**src/rtl/gf2m_digit_serial_mult.sv**
```systemverilog
// Digit-serial GF(2^M) polynomial-basis multiplier, D multiplier bits per cycle, MSD first.
// Result valid N=ceil(M/D) cycles after the accept edge; held in DONE until out_ready, one op in flight.
module gf2m_digit_serial_mult #(
  parameter int M = 163,
  parameter int D = 8,
  parameter logic [M-1:0] POLY = 163'hC9
) (
  input  logic         clk,
  input  logic         rst,
  input  logic         in_valid,
  output logic         in_ready,
  input  logic [M-1:0] a,
  input  logic [M-1:0] b,
  output logic         out_valid,
  input  logic         out_ready,
  output logic [M-1:0] o,
  output logic         busy
);

  localparam int N   = (M + D - 1) / D;
  localparam int NDW = N * D;
  localparam int CW  = (N > 1) ? $clog2(N) : 1;

  typedef enum logic [1:0] {IDLE, RUN, DONE} state_t;

  state_t          state, state_next;
  logic            rst_done;
  logic [M-1:0]    a_q;
  logic [NDW-1:0]  b_sh;
  logic [M-1:0]    acc;
  logic [M-1:0]    acc_next;
  logic [CW-1:0]   cnt;
  logic [M-1:0]    o_q;
  logic [D-1:0]    digit;

  // One reduction fold: multiply by x and replace x^M with POLY; valid for any POLY.
  function automatic logic [M-1:0] mulx(input logic [M-1:0] v);
    logic [M-1:0] s;
    s = v << 1;
    return s ^ (v[M-1] ? POLY : '0);
  endfunction

  assign digit = b_sh[NDW-1 -: D];

  always_comb begin
    logic [M-1:0] shifted;
    logic [M-1:0] apow;
    logic [M-1:0] prod;
    shifted = acc;
    apow    = a_q;
    prod    = '0;
    for (int j = 0; j < D; j++) begin
      shifted = mulx(shifted);
      if (digit[j]) prod = prod ^ apow;
      apow = mulx(apow);
    end
    acc_next = shifted ^ prod;
  end

  // in_ready stays low during reset and rises on the first edge after release.
  always_ff @(posedge clk or posedge rst) begin
    if (rst) rst_done <= 1'b0;
    else     rst_done <= 1'b1;
  end

  always_ff @(posedge clk or posedge rst) begin
    if (rst) state <= IDLE;
    else     state <= state_next;
  end

  always_comb begin
    state_next = state;
    in_ready   = 1'b0;
    out_valid  = 1'b0;
    busy       = 1'b0;
    case (state)
      IDLE: begin
        in_ready = rst_done;
        if (in_valid && rst_done) state_next = RUN;
      end
      RUN: begin
        busy = 1'b1;
        if (cnt == '0) state_next = DONE;
      end
      DONE: begin
        busy      = 1'b1;
        out_valid = 1'b1;
        if (out_ready) state_next = IDLE;
      end
      default: state_next = IDLE;
    endcase
  end

  always_ff @(posedge clk or posedge rst) begin
    if (rst) begin
      a_q  <= '0;
      b_sh <= '0;
      acc  <= '0;
      cnt  <= '0;
      o_q  <= '0;
    end else begin
      case (state)
        IDLE: begin
          if (in_valid && in_ready) begin
            a_q  <= a;
            b_sh <= NDW'(b);
            acc  <= '0;
            cnt  <= CW'(N - 1);
          end
        end
        RUN: begin
          acc  <= acc_next;
          b_sh <= b_sh << D;
          if (cnt == '0) o_q <= acc_next;
          else           cnt <= cnt - 1'b1;
        end
        default: ;
      endcase
    end
  end

  assign o = o_q;

endmodule

```
**config.mk**
```make
export PLATFORM = sky130hd
export DESIGN_NAME = gf2m_digit_serial_mult
export DESIGN_NICKNAME = d
export VERILOG_FILES = /design/src/rtl/gf2m_digit_serial_mult.sv
export SDC_FILE = /design/constraint.sdc
export NUM_CORES = 2
export LEC_CHECK = 0
export ABC_AREA = 1
export CAP_MARGIN = 40
export CORE_ASPECT_RATIO = 1.25
export CORE_MARGIN = 2
export CORE_UTILIZATION = 51
export DETAILED_ROUTE_END_ITERATION = 7
export PLACE_DENSITY = 0.73
export SETUP_SLACK_MARGIN = 0.15
export SLEW_MARGIN = 10
export SYNTH_ARGS = -nofsm -noshare
export SYNTH_HDL_FRONTEND = slang
export SYNTH_SLANG_ARGS = --single-unit
```
**constraint.sdc**
```tcl
create_clock -name clk -period 28.9 [get_ports clk]
set_clock_uncertainty 0.1 [all_clocks]
set_input_delay 5.78 -clock clk [delete_from_list [all_inputs] [get_ports clk]]
set_output_delay 5.78 -clock clk [all_outputs]
set_load 0.02 [all_outputs]
```
==> impl_results.md <==
* Post-synth design cell area at 44,000 sq um
* Uppermost layer routed: met5
* CP startpoint kind: input pin
* Ys flop type: dfrtp_1
* Die W at 267 microns
* Critical Path RT at approximately 29,000 ps
* CP Data Arrival Time at 9790 ps
* Most common cell in the netlist: nand2_1
* Vias in the first global route at 36.8k
* PostCTS Resize Cnt at 0
* Pin count of the biggest net entering global routing at 233
* Final Hold Vio Count at 0
* Count of cell types in the netlist at 30
* Area Overhead vs Synth at 18.0%
* Mapped Cells at 5,837
* Clock root buffer: clkbuf_16
* Drt pass-1 iters at 6
* CTS Buffer Depth at 3
* Post-Route WL at 128 mm
* Vert. Die Dim at 332 microns
* CTS Sinks at 665
* DRC viols at 0
* Pre-CTS setup slack at 18,930 ps
* Met3 routed WL at 9.24 mm
* GRT Overall Usage at 0.286
* Share of layout cells above drive strength 1 at 0.0332
* Fill cells at 7,490
* WL per Instance at 17.9 microns
* Mapped Avg Cell Area at 7.53 sq um
* Clock transition at path regs at 60 ps
* IO Count at between 400 and 500
* Vias per inst at 5.29
* Synth cell count leaders: nand2_1 (2,450), xor2_1 (671), dfrtp_1 (665)
* RSZ-0062 raised after global routing: false
* Yosys warnings at 0
* 1st-iter DRT viols at 3,221
* Setup WS post-layout at 19,530 ps
* Final period util at 0.324
* WL met2 at 62.3 mm
* Die area at 88,600 sq um
* Row count at 120
* Yosys top cell area share at 0.379
* CP max FO at 110
* Nets@finish at 6,322
* Initial antenna violation count at 5
* Worst setup path class: input pin to register
* GRT Residual Overflow at 0
* Number of max-cap violations at 0
* Core Area at 85,600 sq um
* Max_slew headroom at 0.259
* Largest cells by area after synthesis: dfrtp_1 (38%), nand2_1 (21%), xor2_1 (13%), xnor2_1 (12%), clkbuf_1 (2.5%)
* Final Max Tran Viols at 0
* Antenna Nets Post-Route at 0
* Skew-Pair Late Insertion Delay at 650 ps
* Fmax at ~110 MHz
* Period minus WS final at 9370 ps
* Via count at roughly 38k
* Setup TNS at 0 ps
* Post-DP HPWL at about 87 mm
* Setup violations, final at 0
* CTS Buf Count at 74
* Worst setup EP type: register
* Final Wtd Congestion at 0.877
* Hold Buf Count CTS at 0
* Worst-Margin Slew at 1110 ps
* Leading area contributor after synthesis: dfrtp_1
* CTS tree: built
* Status: completed
* Buffers on Ports at about 500
* Yosys reg bits at between 600 and 700
* Setup Fix Bufs, Post-CTS at 0
* Seq/Total Area, Yosys at 0.379
* Post-synth ARST share at 1.00
* Starting Density at 0.514
* HP Class: register to register
* Global-route wire length before repair at around 200 mm
* Post-synth EDFFs at 0
* H-Tree Depth at 3
* Syn_nets at 6,172
* Layout Utilization at 0.606
* Met1 Routed Length at 51.7 mm
==> flip-flops by register name (all words and copies together) (netlist names) <==
signal    cells
rst_done      1
b_sh        168
o           163
a_q         163
acc         163
state         2
cnt           5
==> metal layers <==
metal,global-route usage,up-vias
li1,-,18117
met1,0.364,18094
met2,0.481,1345
met3,0.0539,226
met4,0.106,6
met5,0,-
==> critical path, stage by stage <==
cell             delay, ps
clkdlybuf4s50_1        530
nand2_4                380
inv_6                  840
nor2_1                 190
nor2_4                 110
buf_4                  520
inv_4                  480
buf_4                  350
buf_16                 220
o22ai_1                220
==> cell usage in the layout (no fill, tap or decap), types with 104 or more instances in the layout <==
cell / n
o22ai_1: 104
a31oi_1: 155
o21ai_1: 132
nor2_1: 194
nand2_1: 2448
dfrtp_1: 657
xnor2_1: 622
xor2_1: 671
clkdlybuf4s50_1: 495
inv_1: 191
==> layout make-up <==
cell class	count	area [sq um]	share of cell area
Antenna cell	2	5.00	0.0000965
Clock buffer	99	2090	0.0402
Clock inverter	38	556	0.0107
Inverter	198	768	0.0148
Multi-Input combinational cell	4496	24500	0.473
Sequential cell	665	16700	0.321
Tap cell	1098	1370	0.0265
Timing Repair Buffer	552	5890	0.114
==> metrics by stage <==
step	hold slack [ps]	area (sq um)	cells
after global routing	399	51900	7146
final	382	51900	7148
after detailed placement	367	49200	7008
after CTS	382	51800	7145
after global placement	366	48500	6982
after floorplan	354	44000	5837
==> final timing paths <==
check	startpoint	to	slack (ps)	cells after the start
hold / removal	o[146]	o[146]	380	2
max in group asynchronous	rst	b_sh[107]	20970	6
setup reg to reg	state[1]	acc[124]	24350	13
hold reg to reg	o[146]	o[146]	380	2
min in group asynchronous	rst	a_q[92]	5360	2
setup / recovery	in_valid	acc[124]	19530	10
==> cell families (layout without fill, tap and decap cells) <==
kind of cell	Yosys count	in the layout	synth area share
AOI/OAI and AO/OA	486	486	0.0635
xor gates and xnor gates	1293	1293	0.258
adders and majority gates	5	5	0.00142
buffers and inverters	676	887	0.0647
DFF	665	665	0.379
other	1	3	0.0000853
and+or+nand+nor	2711	2711	0.234
Power is left out: the tool's default activity adds up to more than one toggle a clock period on the data nets, which glitch-free logic cannot reach.
